File: src/rtl/cpu_pkg.sv
// Shared encodings for the 8-bit accumulator CPU control path: opcodes,
// ALU operation codes, sequencer states and instruction field positions.
package cpu_pkg;

  localparam logic [3:0] OP_NOP  = 4'h0;
  localparam logic [3:0] OP_ADD  = 4'h1;
  localparam logic [3:0] OP_SUB  = 4'h2;
  localparam logic [3:0] OP_STA  = 4'h5;
  localparam logic [3:0] OP_BRN  = 4'hA;
  localparam logic [3:0] OP_SHL  = 4'hB;
  localparam logic [3:0] OP_LDI  = 4'hD;
  localparam logic [3:0] OP_HALT = 4'hF;

  localparam logic [1:0] ALU_PASS = 2'b00;
  localparam logic [1:0] ALU_ADD  = 2'b01;
  localparam logic [1:0] ALU_SUB  = 2'b10;
  localparam logic [1:0] ALU_SHL  = 2'b11;

  localparam int unsigned OPC_MSB = 7;
  localparam int unsigned OPC_LSB = 4;
  localparam int unsigned OPR_MSB = 3;
  localparam int unsigned OPR_LSB = 0;

  typedef enum logic [1:0] {
    S_FETCH   = 2'd0,
    S_DECODE  = 2'd1,
    S_EXECUTE = 2'd2,
    S_HALT    = 2'd3
  } state_t;

endpackage

File: src/rtl/cpu_decoder.sv
// Combinational opcode decoder: maps the 4-bit opcode to ALU control,
// write enables and branch/halt flags. Unlisted opcodes decode as NOP.
module cpu_decoder
  import cpu_pkg::*;
(
  input  logic [3:0] opcode,
  output logic [1:0] alu_op,
  output logic       acc_src,
  output logic       acc_we_en,
  output logic       reg_we_en,
  output logic       is_branch,
  output logic       is_halt
);

  always_comb begin
    alu_op    = ALU_PASS;
    acc_src   = 1'b0;
    acc_we_en = 1'b0;
    reg_we_en = 1'b0;
    is_branch = 1'b0;
    is_halt   = 1'b0;
    case (opcode)
      OP_ADD:  begin alu_op = ALU_ADD; acc_we_en = 1'b1; end
      OP_SUB:  begin alu_op = ALU_SUB; acc_we_en = 1'b1; end
      OP_SHL:  begin alu_op = ALU_SHL; acc_we_en = 1'b1; end
      OP_LDI:  begin acc_src = 1'b1;   acc_we_en = 1'b1; end
      OP_STA:  reg_we_en = 1'b1;
      OP_BRN:  is_branch = 1'b1;
      OP_HALT: is_halt   = 1'b1;
      default: ;
    endcase
  end

endmodule

File: src/rtl/cpu_control_unit.sv
// Multi-cycle FETCH/DECODE/EXECUTE sequencer: owns the PC and instruction
// register and issues one-cycle datapath strobes during EXECUTE.
module cpu_control_unit
  import cpu_pkg::*;
#(
  parameter int unsigned PC_WIDTH    = 8,
  parameter int unsigned INSTR_WIDTH = 8,
  parameter int unsigned RESET_PC    = 0
) (
  input  logic                   CLK,
  input  logic                   CLB,
  input  logic [INSTR_WIDTH-1:0] instr_in,
  input  logic                   acc_neg,
  output logic [PC_WIDTH-1:0]    pc_out,
  output logic [1:0]             alu_op,
  output logic                   acc_we,
  output logic                   acc_src,
  output logic                   reg_we,
  output logic [3:0]             reg_sel,
  output logic [3:0]             imm_out,
  output logic                   halted
);

  state_t                 state, state_nxt;
  logic [PC_WIDTH-1:0]    pc, pc_nxt;
  logic [INSTR_WIDTH-1:0] ir;
  logic [3:0]             opr_q;

  logic [1:0] dec_alu_op;
  logic       dec_acc_src, dec_acc_we_en, dec_reg_we_en, dec_is_branch, dec_is_halt;

  cpu_decoder u_dec (
    .opcode    (ir[OPC_MSB:OPC_LSB]),
    .alu_op    (dec_alu_op),
    .acc_src   (dec_acc_src),
    .acc_we_en (dec_acc_we_en),
    .reg_we_en (dec_reg_we_en),
    .is_branch (dec_is_branch),
    .is_halt   (dec_is_halt)
  );

  always_ff @(posedge CLK or negedge CLB) begin
    if (!CLB) begin
      state <= S_FETCH;
      pc    <= PC_WIDTH'(RESET_PC);
      ir    <= '0;
      opr_q <= '0;
    end else begin
      state <= state_nxt;
      pc    <= pc_nxt;
      if (state == S_FETCH)  ir    <= instr_in;
      if (state == S_DECODE) opr_q <= ir[OPR_MSB:OPR_LSB];
    end
  end

  // Strobes are gated by state, so an async reset drops them immediately.
  always_comb begin
    state_nxt = state;
    pc_nxt    = pc;
    alu_op    = ALU_PASS;
    acc_src   = 1'b0;
    acc_we    = 1'b0;
    reg_we    = 1'b0;
    halted    = 1'b0;
    case (state)
      S_FETCH: state_nxt = S_DECODE;
      S_DECODE: begin
        alu_op    = dec_alu_op;
        acc_src   = dec_acc_src;
        state_nxt = S_EXECUTE;
      end
      S_EXECUTE: begin
        alu_op  = dec_alu_op;
        acc_src = dec_acc_src;
        acc_we  = dec_acc_we_en;
        reg_we  = dec_reg_we_en;
        if (dec_is_halt) begin
          halted    = 1'b1;
          state_nxt = S_HALT;
        end else begin
          state_nxt = S_FETCH;
          if (dec_is_branch && acc_neg)
            pc_nxt = PC_WIDTH'(ir[OPR_MSB:OPR_LSB]);
          else
            pc_nxt = pc + PC_WIDTH'(1);
        end
      end
      S_HALT: halted = 1'b1;
      default: state_nxt = S_FETCH;
    endcase
  end

  assign pc_out  = pc;
  assign reg_sel = opr_q;
  assign imm_out = opr_q;

endmodule

File: config.mk
export PLATFORM = sky130hd
export DESIGN_NAME = cpu_control_unit
export DESIGN_NICKNAME = d
export VERILOG_FILES = /design/src/rtl/cpu_pkg.sv /design/src/rtl/cpu_decoder.sv /design/src/rtl/cpu_control_unit.sv
export SDC_FILE = /design/constraint.sdc
export NUM_CORES = 1
export LEC_CHECK = 0
export ABC_CLOCK_PERIOD_IN_PS = 4300
export CORE_MARGIN = 2
export CORE_UTILIZATION = 60
export DETAILED_ROUTE_END_ITERATION = 6
export DONT_BUFFER_PORTS = 1
export HOLD_SLACK_MARGIN = 0.02
export PLACE_DENSITY = 0.76
export SLEW_MARGIN = 15
export SYNTH_ARGS = -nofsm -noshare
export SYNTH_HDL_FRONTEND = slang
export SYNTH_HIERARCHICAL = 1
export SYNTH_SLANG_ARGS = --single-unit
File: constraint.sdc
create_clock -name CLK -period 4.3 [get_ports CLK]
set_input_delay 0.645 -clock CLK [delete_from_list [all_inputs] [get_ports CLK]]
set_output_delay 0.645 -clock CLK [all_outputs]
set_load 0.03 [all_outputs]
==> flow_metrics.env <==
export IMPL_hp_class="in -> reg"
export IMPL_antennaDiodeCount=0
export IMPL_layout_commonest_cell="dfrtp_1"
export IMPL_globalplace_congestion=0.859
export IMPL_h_tree_depth=1
export IMPL_async_reset_ff_frac=1.00
export IMPL_synthFlopType="dfrtp_1"
export IMPL_antenna_left=0
export IMPL_clkPwrFrac=0.147
export IMPL_wl_mm=2.24
export IMPL_syn_inst=113
export IMPL_portBuffers=0
export IMPL_grt_max_degree=23
export IMPL_drive_above_1_share=0.152
export IMPL_required_ns=3.65
export IMPL_core_area_um2=1920
export IMPL_drv_cap=0
export IMPL_synth_seq_cells=22
export IMPL_peakVddDrop_mv=0.510
export IMPL_grt_overflow=0
export IMPL_slew_headroom=0.355
export IMPL_die_x_um=48.6
export IMPL_ios=33
export IMPL_grt_total_usage=0.218
export IMPL_drtIter0Drc=9
export IMPL_cts_repair_resized=0
export IMPL_fmax_mhz=427
export IMPL_drv_slew=0
export IMPL_synth_edf_count=0
export IMPL_rows=16
export IMPL_startpoint_type="flop"
export IMPL_p_sw_frac=0.475
export IMPL_grt_pass1_vias=914
export IMPL_max_slew_worst_pin_slew_ns=0.964
export IMPL_period_share=0.544
export IMPL_cts_root_buffer="clkbuf_4"
export IMPL_pwr_share_comb=0.341
export IMPL_clock_skew_ns=0.00898
export IMPL_avgViaCountPerCell=6.08
export IMPL_p_per_area_nw_per_um2=872
export IMPL_drc_errors=0
export IMPL_setup_violations=0
export IMPL_switchingPower_mw=0.517
export IMPL_start_util=0.620
export IMPL_drtPass1Iterations=4
export IMPL_dp_hpwl_mm=1.62
export IMPL_critPathArrivalTime_ns=1.70
export IMPL_hold_violations=0
export IMPL_tns_ns=0
export IMPL_cts_tree="done"
export IMPL_antenna_found_initial=0
export IMPL_area_delta_synth_final_pct=4.94
export IMPL_synth_area_um2=1190
export IMPL_grt_pass1_wl_mm=4.03
export IMPL_critPathMaxFanout=7
export IMPL_p_int_mw=0.572
export IMPL_status="finished clean"
export IMPL_yosysSeqAreaShare=0.462
export IMPL_pwr_share_seq=0.512
export IMPL_slowest_delay_ns=0.49
export IMPL_clk_latency_ns=0.31
export IMPL_cts_inserted_buffers=3
export IMPL_syn_avg_cell_area_um2=10.5
export IMPL_fin_hold_ws_ns=0.450
export IMPL_rsz0062_at_grt="no"
export IMPL_final_nets=130
export IMPL_end_kind="primary output"
export IMPL_critPathKind="reg -> out"
export IMPL_die_h_um=48.6
export IMPL_die_area_um2=2360
export IMPL_vias=845
export IMPL_yosysWarnings=6
export IMPL_clk_pin_slew_ns=0.13
export IMPL_worstPathCellList="xor2_1 -> nor3b_1 -> or3_1 -> and2_1"
export IMPL_critical_path_slowest_cell="dfrtp_1"
export IMPL_clock_sinks=22
export IMPL_yosysUniqueCellTypes=34
export IMPL_synth_nets=130
export IMPL_wire_per_inst_um=16.1
export IMPL_p_leak_nw=0.538
export IMPL_post_route_min_period_ns=2.34
export IMPL_ctsLongestPathBuffers=2
export IMPL_most_common_layout_cells="22 x dfrtp_1, 12 x mux2_2, 11 x nand2_1"
## kinds of logic (layout without fill, tap and decap cells)
| group | after synthesis | count (layout) | share of synthesized area |
|---|---|---|---|
| AOI/OAI and AO/OA | 18 | 18 | 0.0998 |
| xor gates and xnor gates | 2 | 2 | 0.0147 |
| adders and majority gates | 6 | 6 | 0.0630 |
| buffers and inverters | 11 | 10 | 0.0473 |
| DFF | 22 | 22 | 0.462 |
| muxes | 14 | 14 | 0.130 |
| and+or+nand+nor | 40 | 40 | 0.183 |
## synthesized netlist by cell type (2+ instances only)
cell type	n	area [µm²]
ha_1	6	75.1
buf_4	4	30.0
inv_1	5	18.8
mux2i_1	2	20.0
mux2_2	12	135
nand2b_1	3	18.8
nor3b_1	3	22.5
nand2_1	11	41.3
o21ai_0	5	25.0
xor2_1	2	17.5
a21oi_1	3	15.0
nand3_1	3	15.0
clkbuf_1	2	7.51
and2_1	6	37.5
and3_1	2	12.5
nor2_1	3	11.3
nor3_1	3	15.0
dfrtp_1	22	551
## power groups by stage
stage	registers, mW	logic (mW)	clock network, mW
3_5_place_dp	0.561	0.362	0
5_1_grt	0.579	0.421	0.171
2_1_floorplan	0.490	0.379	0
3_3_place_gp	0.553	0.350	0
4_1_cts	0.557	0.373	0.161
6_report	0.558	0.371	0.160
## layer usage
layer	track usage	up-vias	wire (µm)
li1	-	400	-
met2	0.389	38	1120
met4	0.0667	0	40
met1	0.260	399	925
met5	0	-	0
met3	0.0556	8	155
## flip-flops by register name, summed over array words and instances, names as in the netlist
register  count
pc_out        8
state         2
imm_out       4
ir            8
## worst max-delay path, delay by kind of cell, from the launching register on
family	cells	cell delay [ns]
xor+xnor	1	0.19
flops	1	0.49
simple gates	3	0.69
## layout make-up
type,count,area (µm²)
Tap cell,27,33.8
Clock inverter,1,30.0
Timing Repair Buffer,1,10.0
Sequential cell,22,551
Clock buffer,3,22.5
Multi-Input combinational cell,80,584
Inverter,5,18.8
Fill cell,180,672
## through the flow
step	power (mW)	worst slack (ns)	util	instances	area, µm²
after floorplan	0.869	2.42	-	113	1190
after global placement	0.903	2.40	0.618	134	1190
after detailed placement	0.924	2.34	0.618	134	1190
after CTS	1.09	1.98	0.650	139	1250
after global routing	1.17	1.85	0.650	139	1250
final	1.09	1.96	0.650	139	1250
## repair_timing
action / CTS / global route
hold endpoints to repair: 22 / 0
buffers inserted: 0 / 0
hold buffers: 1 / 0
## path summary, 6_finish.rpt
check	cells after the start	end	slack [ns]	from
hold / removal	2	ir[0]	0.45	instr_in[0]
hold reg to reg	1	imm_out[0]	0.54	ir[0]
min in group asynchronous	1	pc_out[6]	0.91	CLB
setup reg to reg	5	pc_out[2]	2.37	ir[7]
max in group asynchronous	1	ir[2]	2.80	CLB
setup / recovery	4	acc_we	1.96	ir[7]
(Power assumes the default switching activity.)
